===== config.mk =====
export PLATFORM = sky130hd
export DESIGN_NAME = matrix_loader
export DESIGN_NICKNAME = d
export VERILOG_FILES = /design/src/rtl/matrix_pkg.sv /design/src/rtl/matrix_index_counter.sv /design/src/rtl/matrix_loader.sv
export SDC_FILE = /design/constraint.sdc
export NUM_CORES = 1
export LEC_CHECK = 0
export CAP_MARGIN = 15
export CORE_AREA = 4 4 116 118
export DETAILED_ROUTE_END_ITERATION = 7
export DIE_AREA = 0 0 120 122
export GPL_ROUTABILITY_DRIVEN = 0
export GPL_TIMING_DRIVEN = 0
export PLACE_DENSITY = 0.85
export SLEW_MARGIN = 10
export SYNTH_ARGS = -nofsm -noshare
export SYNTH_HDL_FRONTEND = slang
export SYNTH_HIERARCHICAL = 1
export SYNTH_SLANG_ARGS = --single-unit

===== constraint.sdc =====
create_clock -name clk -period 10.2 [get_ports clk]
set_input_delay 2.04 -clock clk [delete_from_list [all_inputs] [get_ports clk]]
set_output_delay 2.04 -clock clk [all_outputs]
set_load 0.02 [all_outputs]

===== src/rtl/matrix_pkg.sv =====
// matrix_pkg: shared widths, loader state type and index-width helper for the matrix datapath.
package matrix_pkg;
  localparam int ELEM_W = 20;
  localparam int PROD_W = 40;
  typedef enum logic [1:0] {IDLE, LOAD_A, LOAD_B, DONE} ld_state_t;
  function automatic int idx_w(input int n);
    return n > 1 ? $clog2(n) : 1;
  endfunction
endpackage


===== src/rtl/matrix_index_counter.sv =====
// matrix_index_counter: row-major row/col walker with run-time limits so one instance serves both matrices.
module matrix_index_counter
  import matrix_pkg::*;
#(
  parameter int ROWS = 2,
  parameter int COLS = 2,
  localparam int RW = idx_w(ROWS),
  localparam int CW = idx_w(COLS)
) (
  input  logic          clk,
  input  logic          rst,
  input  logic          clr,
  input  logic          inc,
  input  logic [RW-1:0] row_lim,
  input  logic [CW-1:0] col_lim,
  output logic [RW-1:0] row,
  output logic [CW-1:0] col,
  output logic          last
);
  assign last = (row == row_lim) && (col == col_lim);
  always_ff @(posedge clk or posedge rst)
    if (rst) begin
      row <= '0;
      col <= '0;
    end else if (clr) begin
      row <= '0;
      col <= '0;
    end else if (inc) begin
      col <= (col == col_lim) ? '0 : col + 1'b1;
      row <= (col == col_lim) ? row + 1'b1 : row;
    end
endmodule


===== src/rtl/matrix_loader.sv =====
// matrix_loader: streams row-major elements into registered matrices A then B for the multiplier.
// Optional MATRIX_LOADER_ABORT_EN adds an abort input that drops an in-progress load.
module matrix_loader
  import matrix_pkg::*;
#(
  parameter int aRow = 2,
  parameter int aCol = 2,
  parameter int bRow = 2,
  parameter int bCol = 2
) (
  input  logic              clk,
  input  logic              rst,
`ifdef MATRIX_LOADER_ABORT_EN
  input  logic              abort,
`endif
  input  logic              start,
  input  logic [ELEM_W-1:0] in_data,
  input  logic              in_valid,
  output logic              in_ready,
  output logic [ELEM_W-1:0] a [0:aRow-1][0:aCol-1],
  output logic [ELEM_W-1:0] b [0:bRow-1][0:bCol-1],
  output logic              load_done,
  output logic              busy
);
  localparam int RW = idx_w(aRow > bRow ? aRow : bRow);
  localparam int CW = idx_w(aCol > bCol ? aCol : bCol);
  if (bRow != aCol) begin : g_dim_err
    $error("matrix_loader: bRow must equal aCol");
  end
  ld_state_t     state, nxt;
  logic          accept, last, kill, go;
  logic [RW-1:0] row, row_lim;
  logic [CW-1:0] col, col_lim;
  assign busy      = (state == LOAD_A) || (state == LOAD_B);
  assign in_ready  = busy;
  assign load_done = (state == DONE);
`ifdef MATRIX_LOADER_ABORT_EN
  assign kill = abort && busy;
`else
  assign kill = 1'b0;
`endif
  // an abort on the same edge as a handshake wins, so the element is dropped
  assign accept  = in_valid && in_ready && !kill;
  assign go      = start && !busy;
  assign row_lim = (state == LOAD_B) ? RW'(bRow - 1) : RW'(aRow - 1);
  assign col_lim = (state == LOAD_B) ? CW'(bCol - 1) : CW'(aCol - 1);
  always_comb
    nxt = kill ? IDLE :
          go ? LOAD_A :
          (accept && last) ? ((state == LOAD_A) ? LOAD_B : DONE) : state;
  always_ff @(posedge clk or posedge rst)
    if (rst) state <= IDLE;
    else state <= nxt;
  matrix_index_counter #(
    .ROWS(aRow > bRow ? aRow : bRow),
    .COLS(aCol > bCol ? aCol : bCol)
  ) u_idx (
    .clk(clk),
    .rst(rst),
    .clr(go || kill || (accept && last)),
    .inc(accept),
    .row_lim(row_lim),
    .col_lim(col_lim),
    .row(row),
    .col(col),
    .last(last)
  );
  for (genvar i = 0; i < aRow; i++) begin : g_ar
    for (genvar j = 0; j < aCol; j++) begin : g_ac
      always_ff @(posedge clk or posedge rst)
        if (rst) a[i][j] <= '0;
        else if (accept && state == LOAD_A && row == RW'(i) && col == CW'(j)) a[i][j] <= in_data;
    end
  end
  for (genvar i = 0; i < bRow; i++) begin : g_br
    for (genvar j = 0; j < bCol; j++) begin : g_bc
      always_ff @(posedge clk or posedge rst)
        if (rst) b[i][j] <= '0;
        else if (accept && state == LOAD_B && row == RW'(i) && col == CW'(j)) b[i][j] <= in_data;
    end
  end
endmodule


Yosys cells after proc, flatten, opt, wreduce, memory -nomap -nowiden. Index checks and enable logic that the tools add are counted.

Register bits: 164. Latch bits: 0. Memory bits (writable): 0. Memory bits (read-only): 0. Input bits: 24. Output and inout port bits: 163. Word-level logic and storage cells: 52. Memories kept: 0.

$add $sub $neg: 2. $mul: 0. Divide/modulo/power cells: 0. Order comparisons: 0. Equal/unequal tests: 3. Shift operators: 0. Muxes and demuxes: 9. Bitwise gates (word level): 2. Reductions and logical operators: 25.

Operator list (count): 1-bit logical AND (18); 1-bit 2-to-1 mux (7); 2-bit nonzero test (3); 2-bit equality test, second input constant (2); 2-bit 2-to-1 mux (2); 1-bit adder, second input constant (2); 2-bit by 1-bit equality test with 1-bit output, second input constant (1); 1-bit logical OR (2); 1-bit inverter (2); 2-bit AND reduction (1); 1-bit zero test (1).

Longest topological paths before layout.
Depth in word-level cells: 7. Depth in mapped cells: 6. Gate-level depth less buffers: 6.

By module. Netlist, hierarchy kept.

Modules (own cells, without submodules): matrix_loader (instances 1, cells each 367, area each 6148.4 um^2); matrix_index_counter (instances 1, cells each 12, area each 125.1 um^2).

Worst setup path after synthesis. No wires, ideal clock.

Path type: flip-flop to output port. Start: register state[0]. End: output port in_ready. Data arrival time: 1.098 ns. Data required time: 8.160 ns. Setup slack: 7.062 ns. Stages on the path, launching flop included: 5. Buffers on the path: 1. Cells stage by stage: dfrtp_1 > inv_1 > ha_1 > inv_1 > buf_4.

Cells in the longest elaborated chain, start to end: 2. Elaborated cells on any way between the ends: 3. Classes of those cells: eq/ne: 2; reduce/logical: 1.

RTL lines: start: declaration (line matrix_loader.sv:30) `ld_state_t state, nxt;`; start signal: assignment (line matrix_loader.sv:53) `else state <= nxt;`; 2-bit by 1-bit equality test with 1-bit output / 2-bit equality test (equally long branches) (line matrix_loader.sv:34) `assign busy = (state == LOAD_A) || (state == LOAD_B);`; 1-bit logical OR * (line matrix_loader.sv:34); end: declaration (line matrix_loader.sv:19) `output logic in_ready,`.

Mark *: on every way between the ends. The rest lies on a longest branch, timed or not.

Final worst setup path. Same ends and word-level chain as after synthesis.

==> impl_metrics.tcl <==
set metrics [dict create \
    netlist_area_um2 6270 \
    cp-end-kind "primary output" \
    grt_use_total_pct 22.4 \
    cts_buffer_depth 2 \
    relSlewSlack_pct 66.1 \
    r2r_start "state[0]" \
    cp_slowest_cell "clkdlybuf4s50_1" \
    die_y_um 122 \
    cp_top_family "buffers and inverters" \
    seq_power_share_pct 34.8 \
    clkSinkCount 164 \
    grt_pass1_wl_um 24400 \
    switching_power_mw 1.05 \
    path_class "reg -> out" \
    ys.flop_type "dfrtp_1" \
    vdd_drop_max_v 0.000220 \
    first_pass_iters 4 \
    clockPowerShare_pct 20.8 \
    ys_seq_area_share_pct 65.4 \
    p_per_area_nw_per_um2 347 \
    worstHoldStart "a[23]" \
    fin_area_um2 9000 \
    synth_edf_count 0 \
    synthArstFlopShare_pct 100 \
    clk_latency_ps 420 \
    drive_gt1_share_pct 35.6 \
    place_ws_ps 6340 \
    cts_buffers 17 \
    via_per_inst 5.07 \
    cp_data_arrival_time_ps 2020 \
    area_growth_syn_to_layout_pct 43.5 \
    cp.required_ps 8160 \
    status "finished clean" \
    drc 0 \
    die_area_um2 14600 \
    routed_wirelength_um 15500 \
    min_period_ps 4060 \
    fin_setup_tns_ps 0 \
    final_nets 614 \
    hpwl_um 10800 \
    overflow 0 \
    cts-resized-gates 0 \
    critPathLaunchType "flop" \
    numPortBuffers 186 \
    crit_buf_inv 4 \
    rows 41 \
    route.vias.total 3910 \
    power.internal_mw 2.07 \
    path_max_fanout 7 \
    clk_pin_slew_ps 60 \
    hold_path_class "reg -> reg" \
    layout_common_cells "clkdlybuf4s50_1 (186), dfrtp_1 (164), mux2_2 (158)" \
    maxSlewViolCount 0 \
    fin_worst_skew_ps 6.02 \
    root_buffer "clkbuf_16" \
    synth.distinct_cells 23 \
    p_comb_share_pct 44.5 \
    p_leak_nw 4.13 \
    avgSynthCellArea_um2 16.6 \
    switching_share_pct 33.7 \
    cts_setup_buffers 0 \
    antenna_found_initial 0 \
    postSynthCellCount 379 \
    ant_nets 0 \
    ys_warn_count 6 \
    dieWidth_um 120 \
    core_um2 12500 \
    grt_pass1_vias 4335 \
    cts.hold.buffers_added 0 \
    fin_crit_sh_pct 39.8 \
    cp_common_cell "inv_1" \
    layout_commonest_cell "clkdlybuf4s50_1" \
    avgRoutedWirePerCell_um 20.2 \
    rsz0062_at_grt "no" \
    setup-violations-final 0 \
    drtIter0Drc 159 \
    critPathMaxStageDelay_ps 590 \
    cts_tree "built" \
    finalWorstSetupSlack_ps 6140 \
    drv_cap 0 \
    io_pins 187 \
    dpl_cell_area_um2 8390 \
    tightest_slew_ps 508 \
    ys_seq_elements 164 \
    path_cells "inv_1 -> ha_1 -> inv_1 -> buf_4 -> clkdlybuf4s50_1" \
    fmax_mhz 246 \
    insertedDiodeCount 0 \
    initial_core_util_pct 50.3 \
    htree_levels 4 \
    hold_viol 0 \
    grt_start_max_net_pins 90 \
    startpoint "state[0]" \
]
final timing paths:
check                       endpoint  slack, ps  cells after the start
setup / recovery            in_ready       6140                      5
hold / removal                 a[23]        500                      1
setup reg to reg                a[8]       8030                      6
hold reg to reg                a[23]        500                      1
max in group asynchronous       b[3]       7310                      3
min in group asynchronous  u_idx/row       1930                      2
Yosys cell counts, drive strengths merged, types with 2 or more instances:
cell type	instances	area share [%]
dfrtp	164	65
a21oi	2	0.22
nand2	3	0.18
nor2	7	0.42
mux2	160	29
mux2i	2	0.32
nand3b	3	0.36
buf	17	1.8
ha	4	0.80
inv	6	0.36
or3	2	0.36
nand2b	2	0.20
cell families after synthesis:
group,after synthesis,synth area share [%]
buffers and inverters,23,2.15
other,1,0.0598
adders and majority gates,4,0.798
and+or+nand+nor,19,1.72
muxes,162,29.2
DFF,164,65.4
AOI/OAI and AO/OA,5,0.558
xor gates and xnor gates,1,0.140
final cells by class:
| cell class | instances | area (um2) |
|---|---|---|
| clock buffer | 22 | 484 |
| multi-input combinational | 193 | 2040 |
| buffer | 17 | 113 |
| sequential | 164 | 4100 |
| tap | 172 | 215 |
| clock inverter | 10 | 128 |
| timing repair buffer | 187 | 1890 |
| inverter | 6 | 30.0 |
| fill | 808 | 3460 |
through the flow:
step	hold slack, ps	power (mW)	std cells	utilization, %
after floorplan	548	1.78	380	-
after global placement	487	2.44	738	67.0
after detailed placement	493	2.49	739	67.3
after CTS	506	3.16	771	72.2
after global routing	512	3.28	771	72.2
final	504	3.13	771	72.2
sequential cells by signal, summed over array words and instances (netlist names):
register   count
b             80
u_idx/row      1
a             80
state          2
u_idx/col      1
routing by layer:
layer	vias to the layer above	GRT usage [%]	part of all wire [%]
li1	1740	-	-
met1	1990	26.8	40
met2	157	35.7	48
met3	23	10.7	11
met4	0	7.80	1.5
met5	-	0	0
power groups by stage:
stage	logic (mW)	registers [mW]	clock network, mW
detailed placement	1.40	1.09	0
CTS	1.41	1.09	0.662
global route	1.47	1.12	0.689
global placement	1.36	1.08	0
finish	1.39	1.09	0.648
floorplan	0.369	1.41	0
No activity file was read; power rests on OpenSTA's default activity.
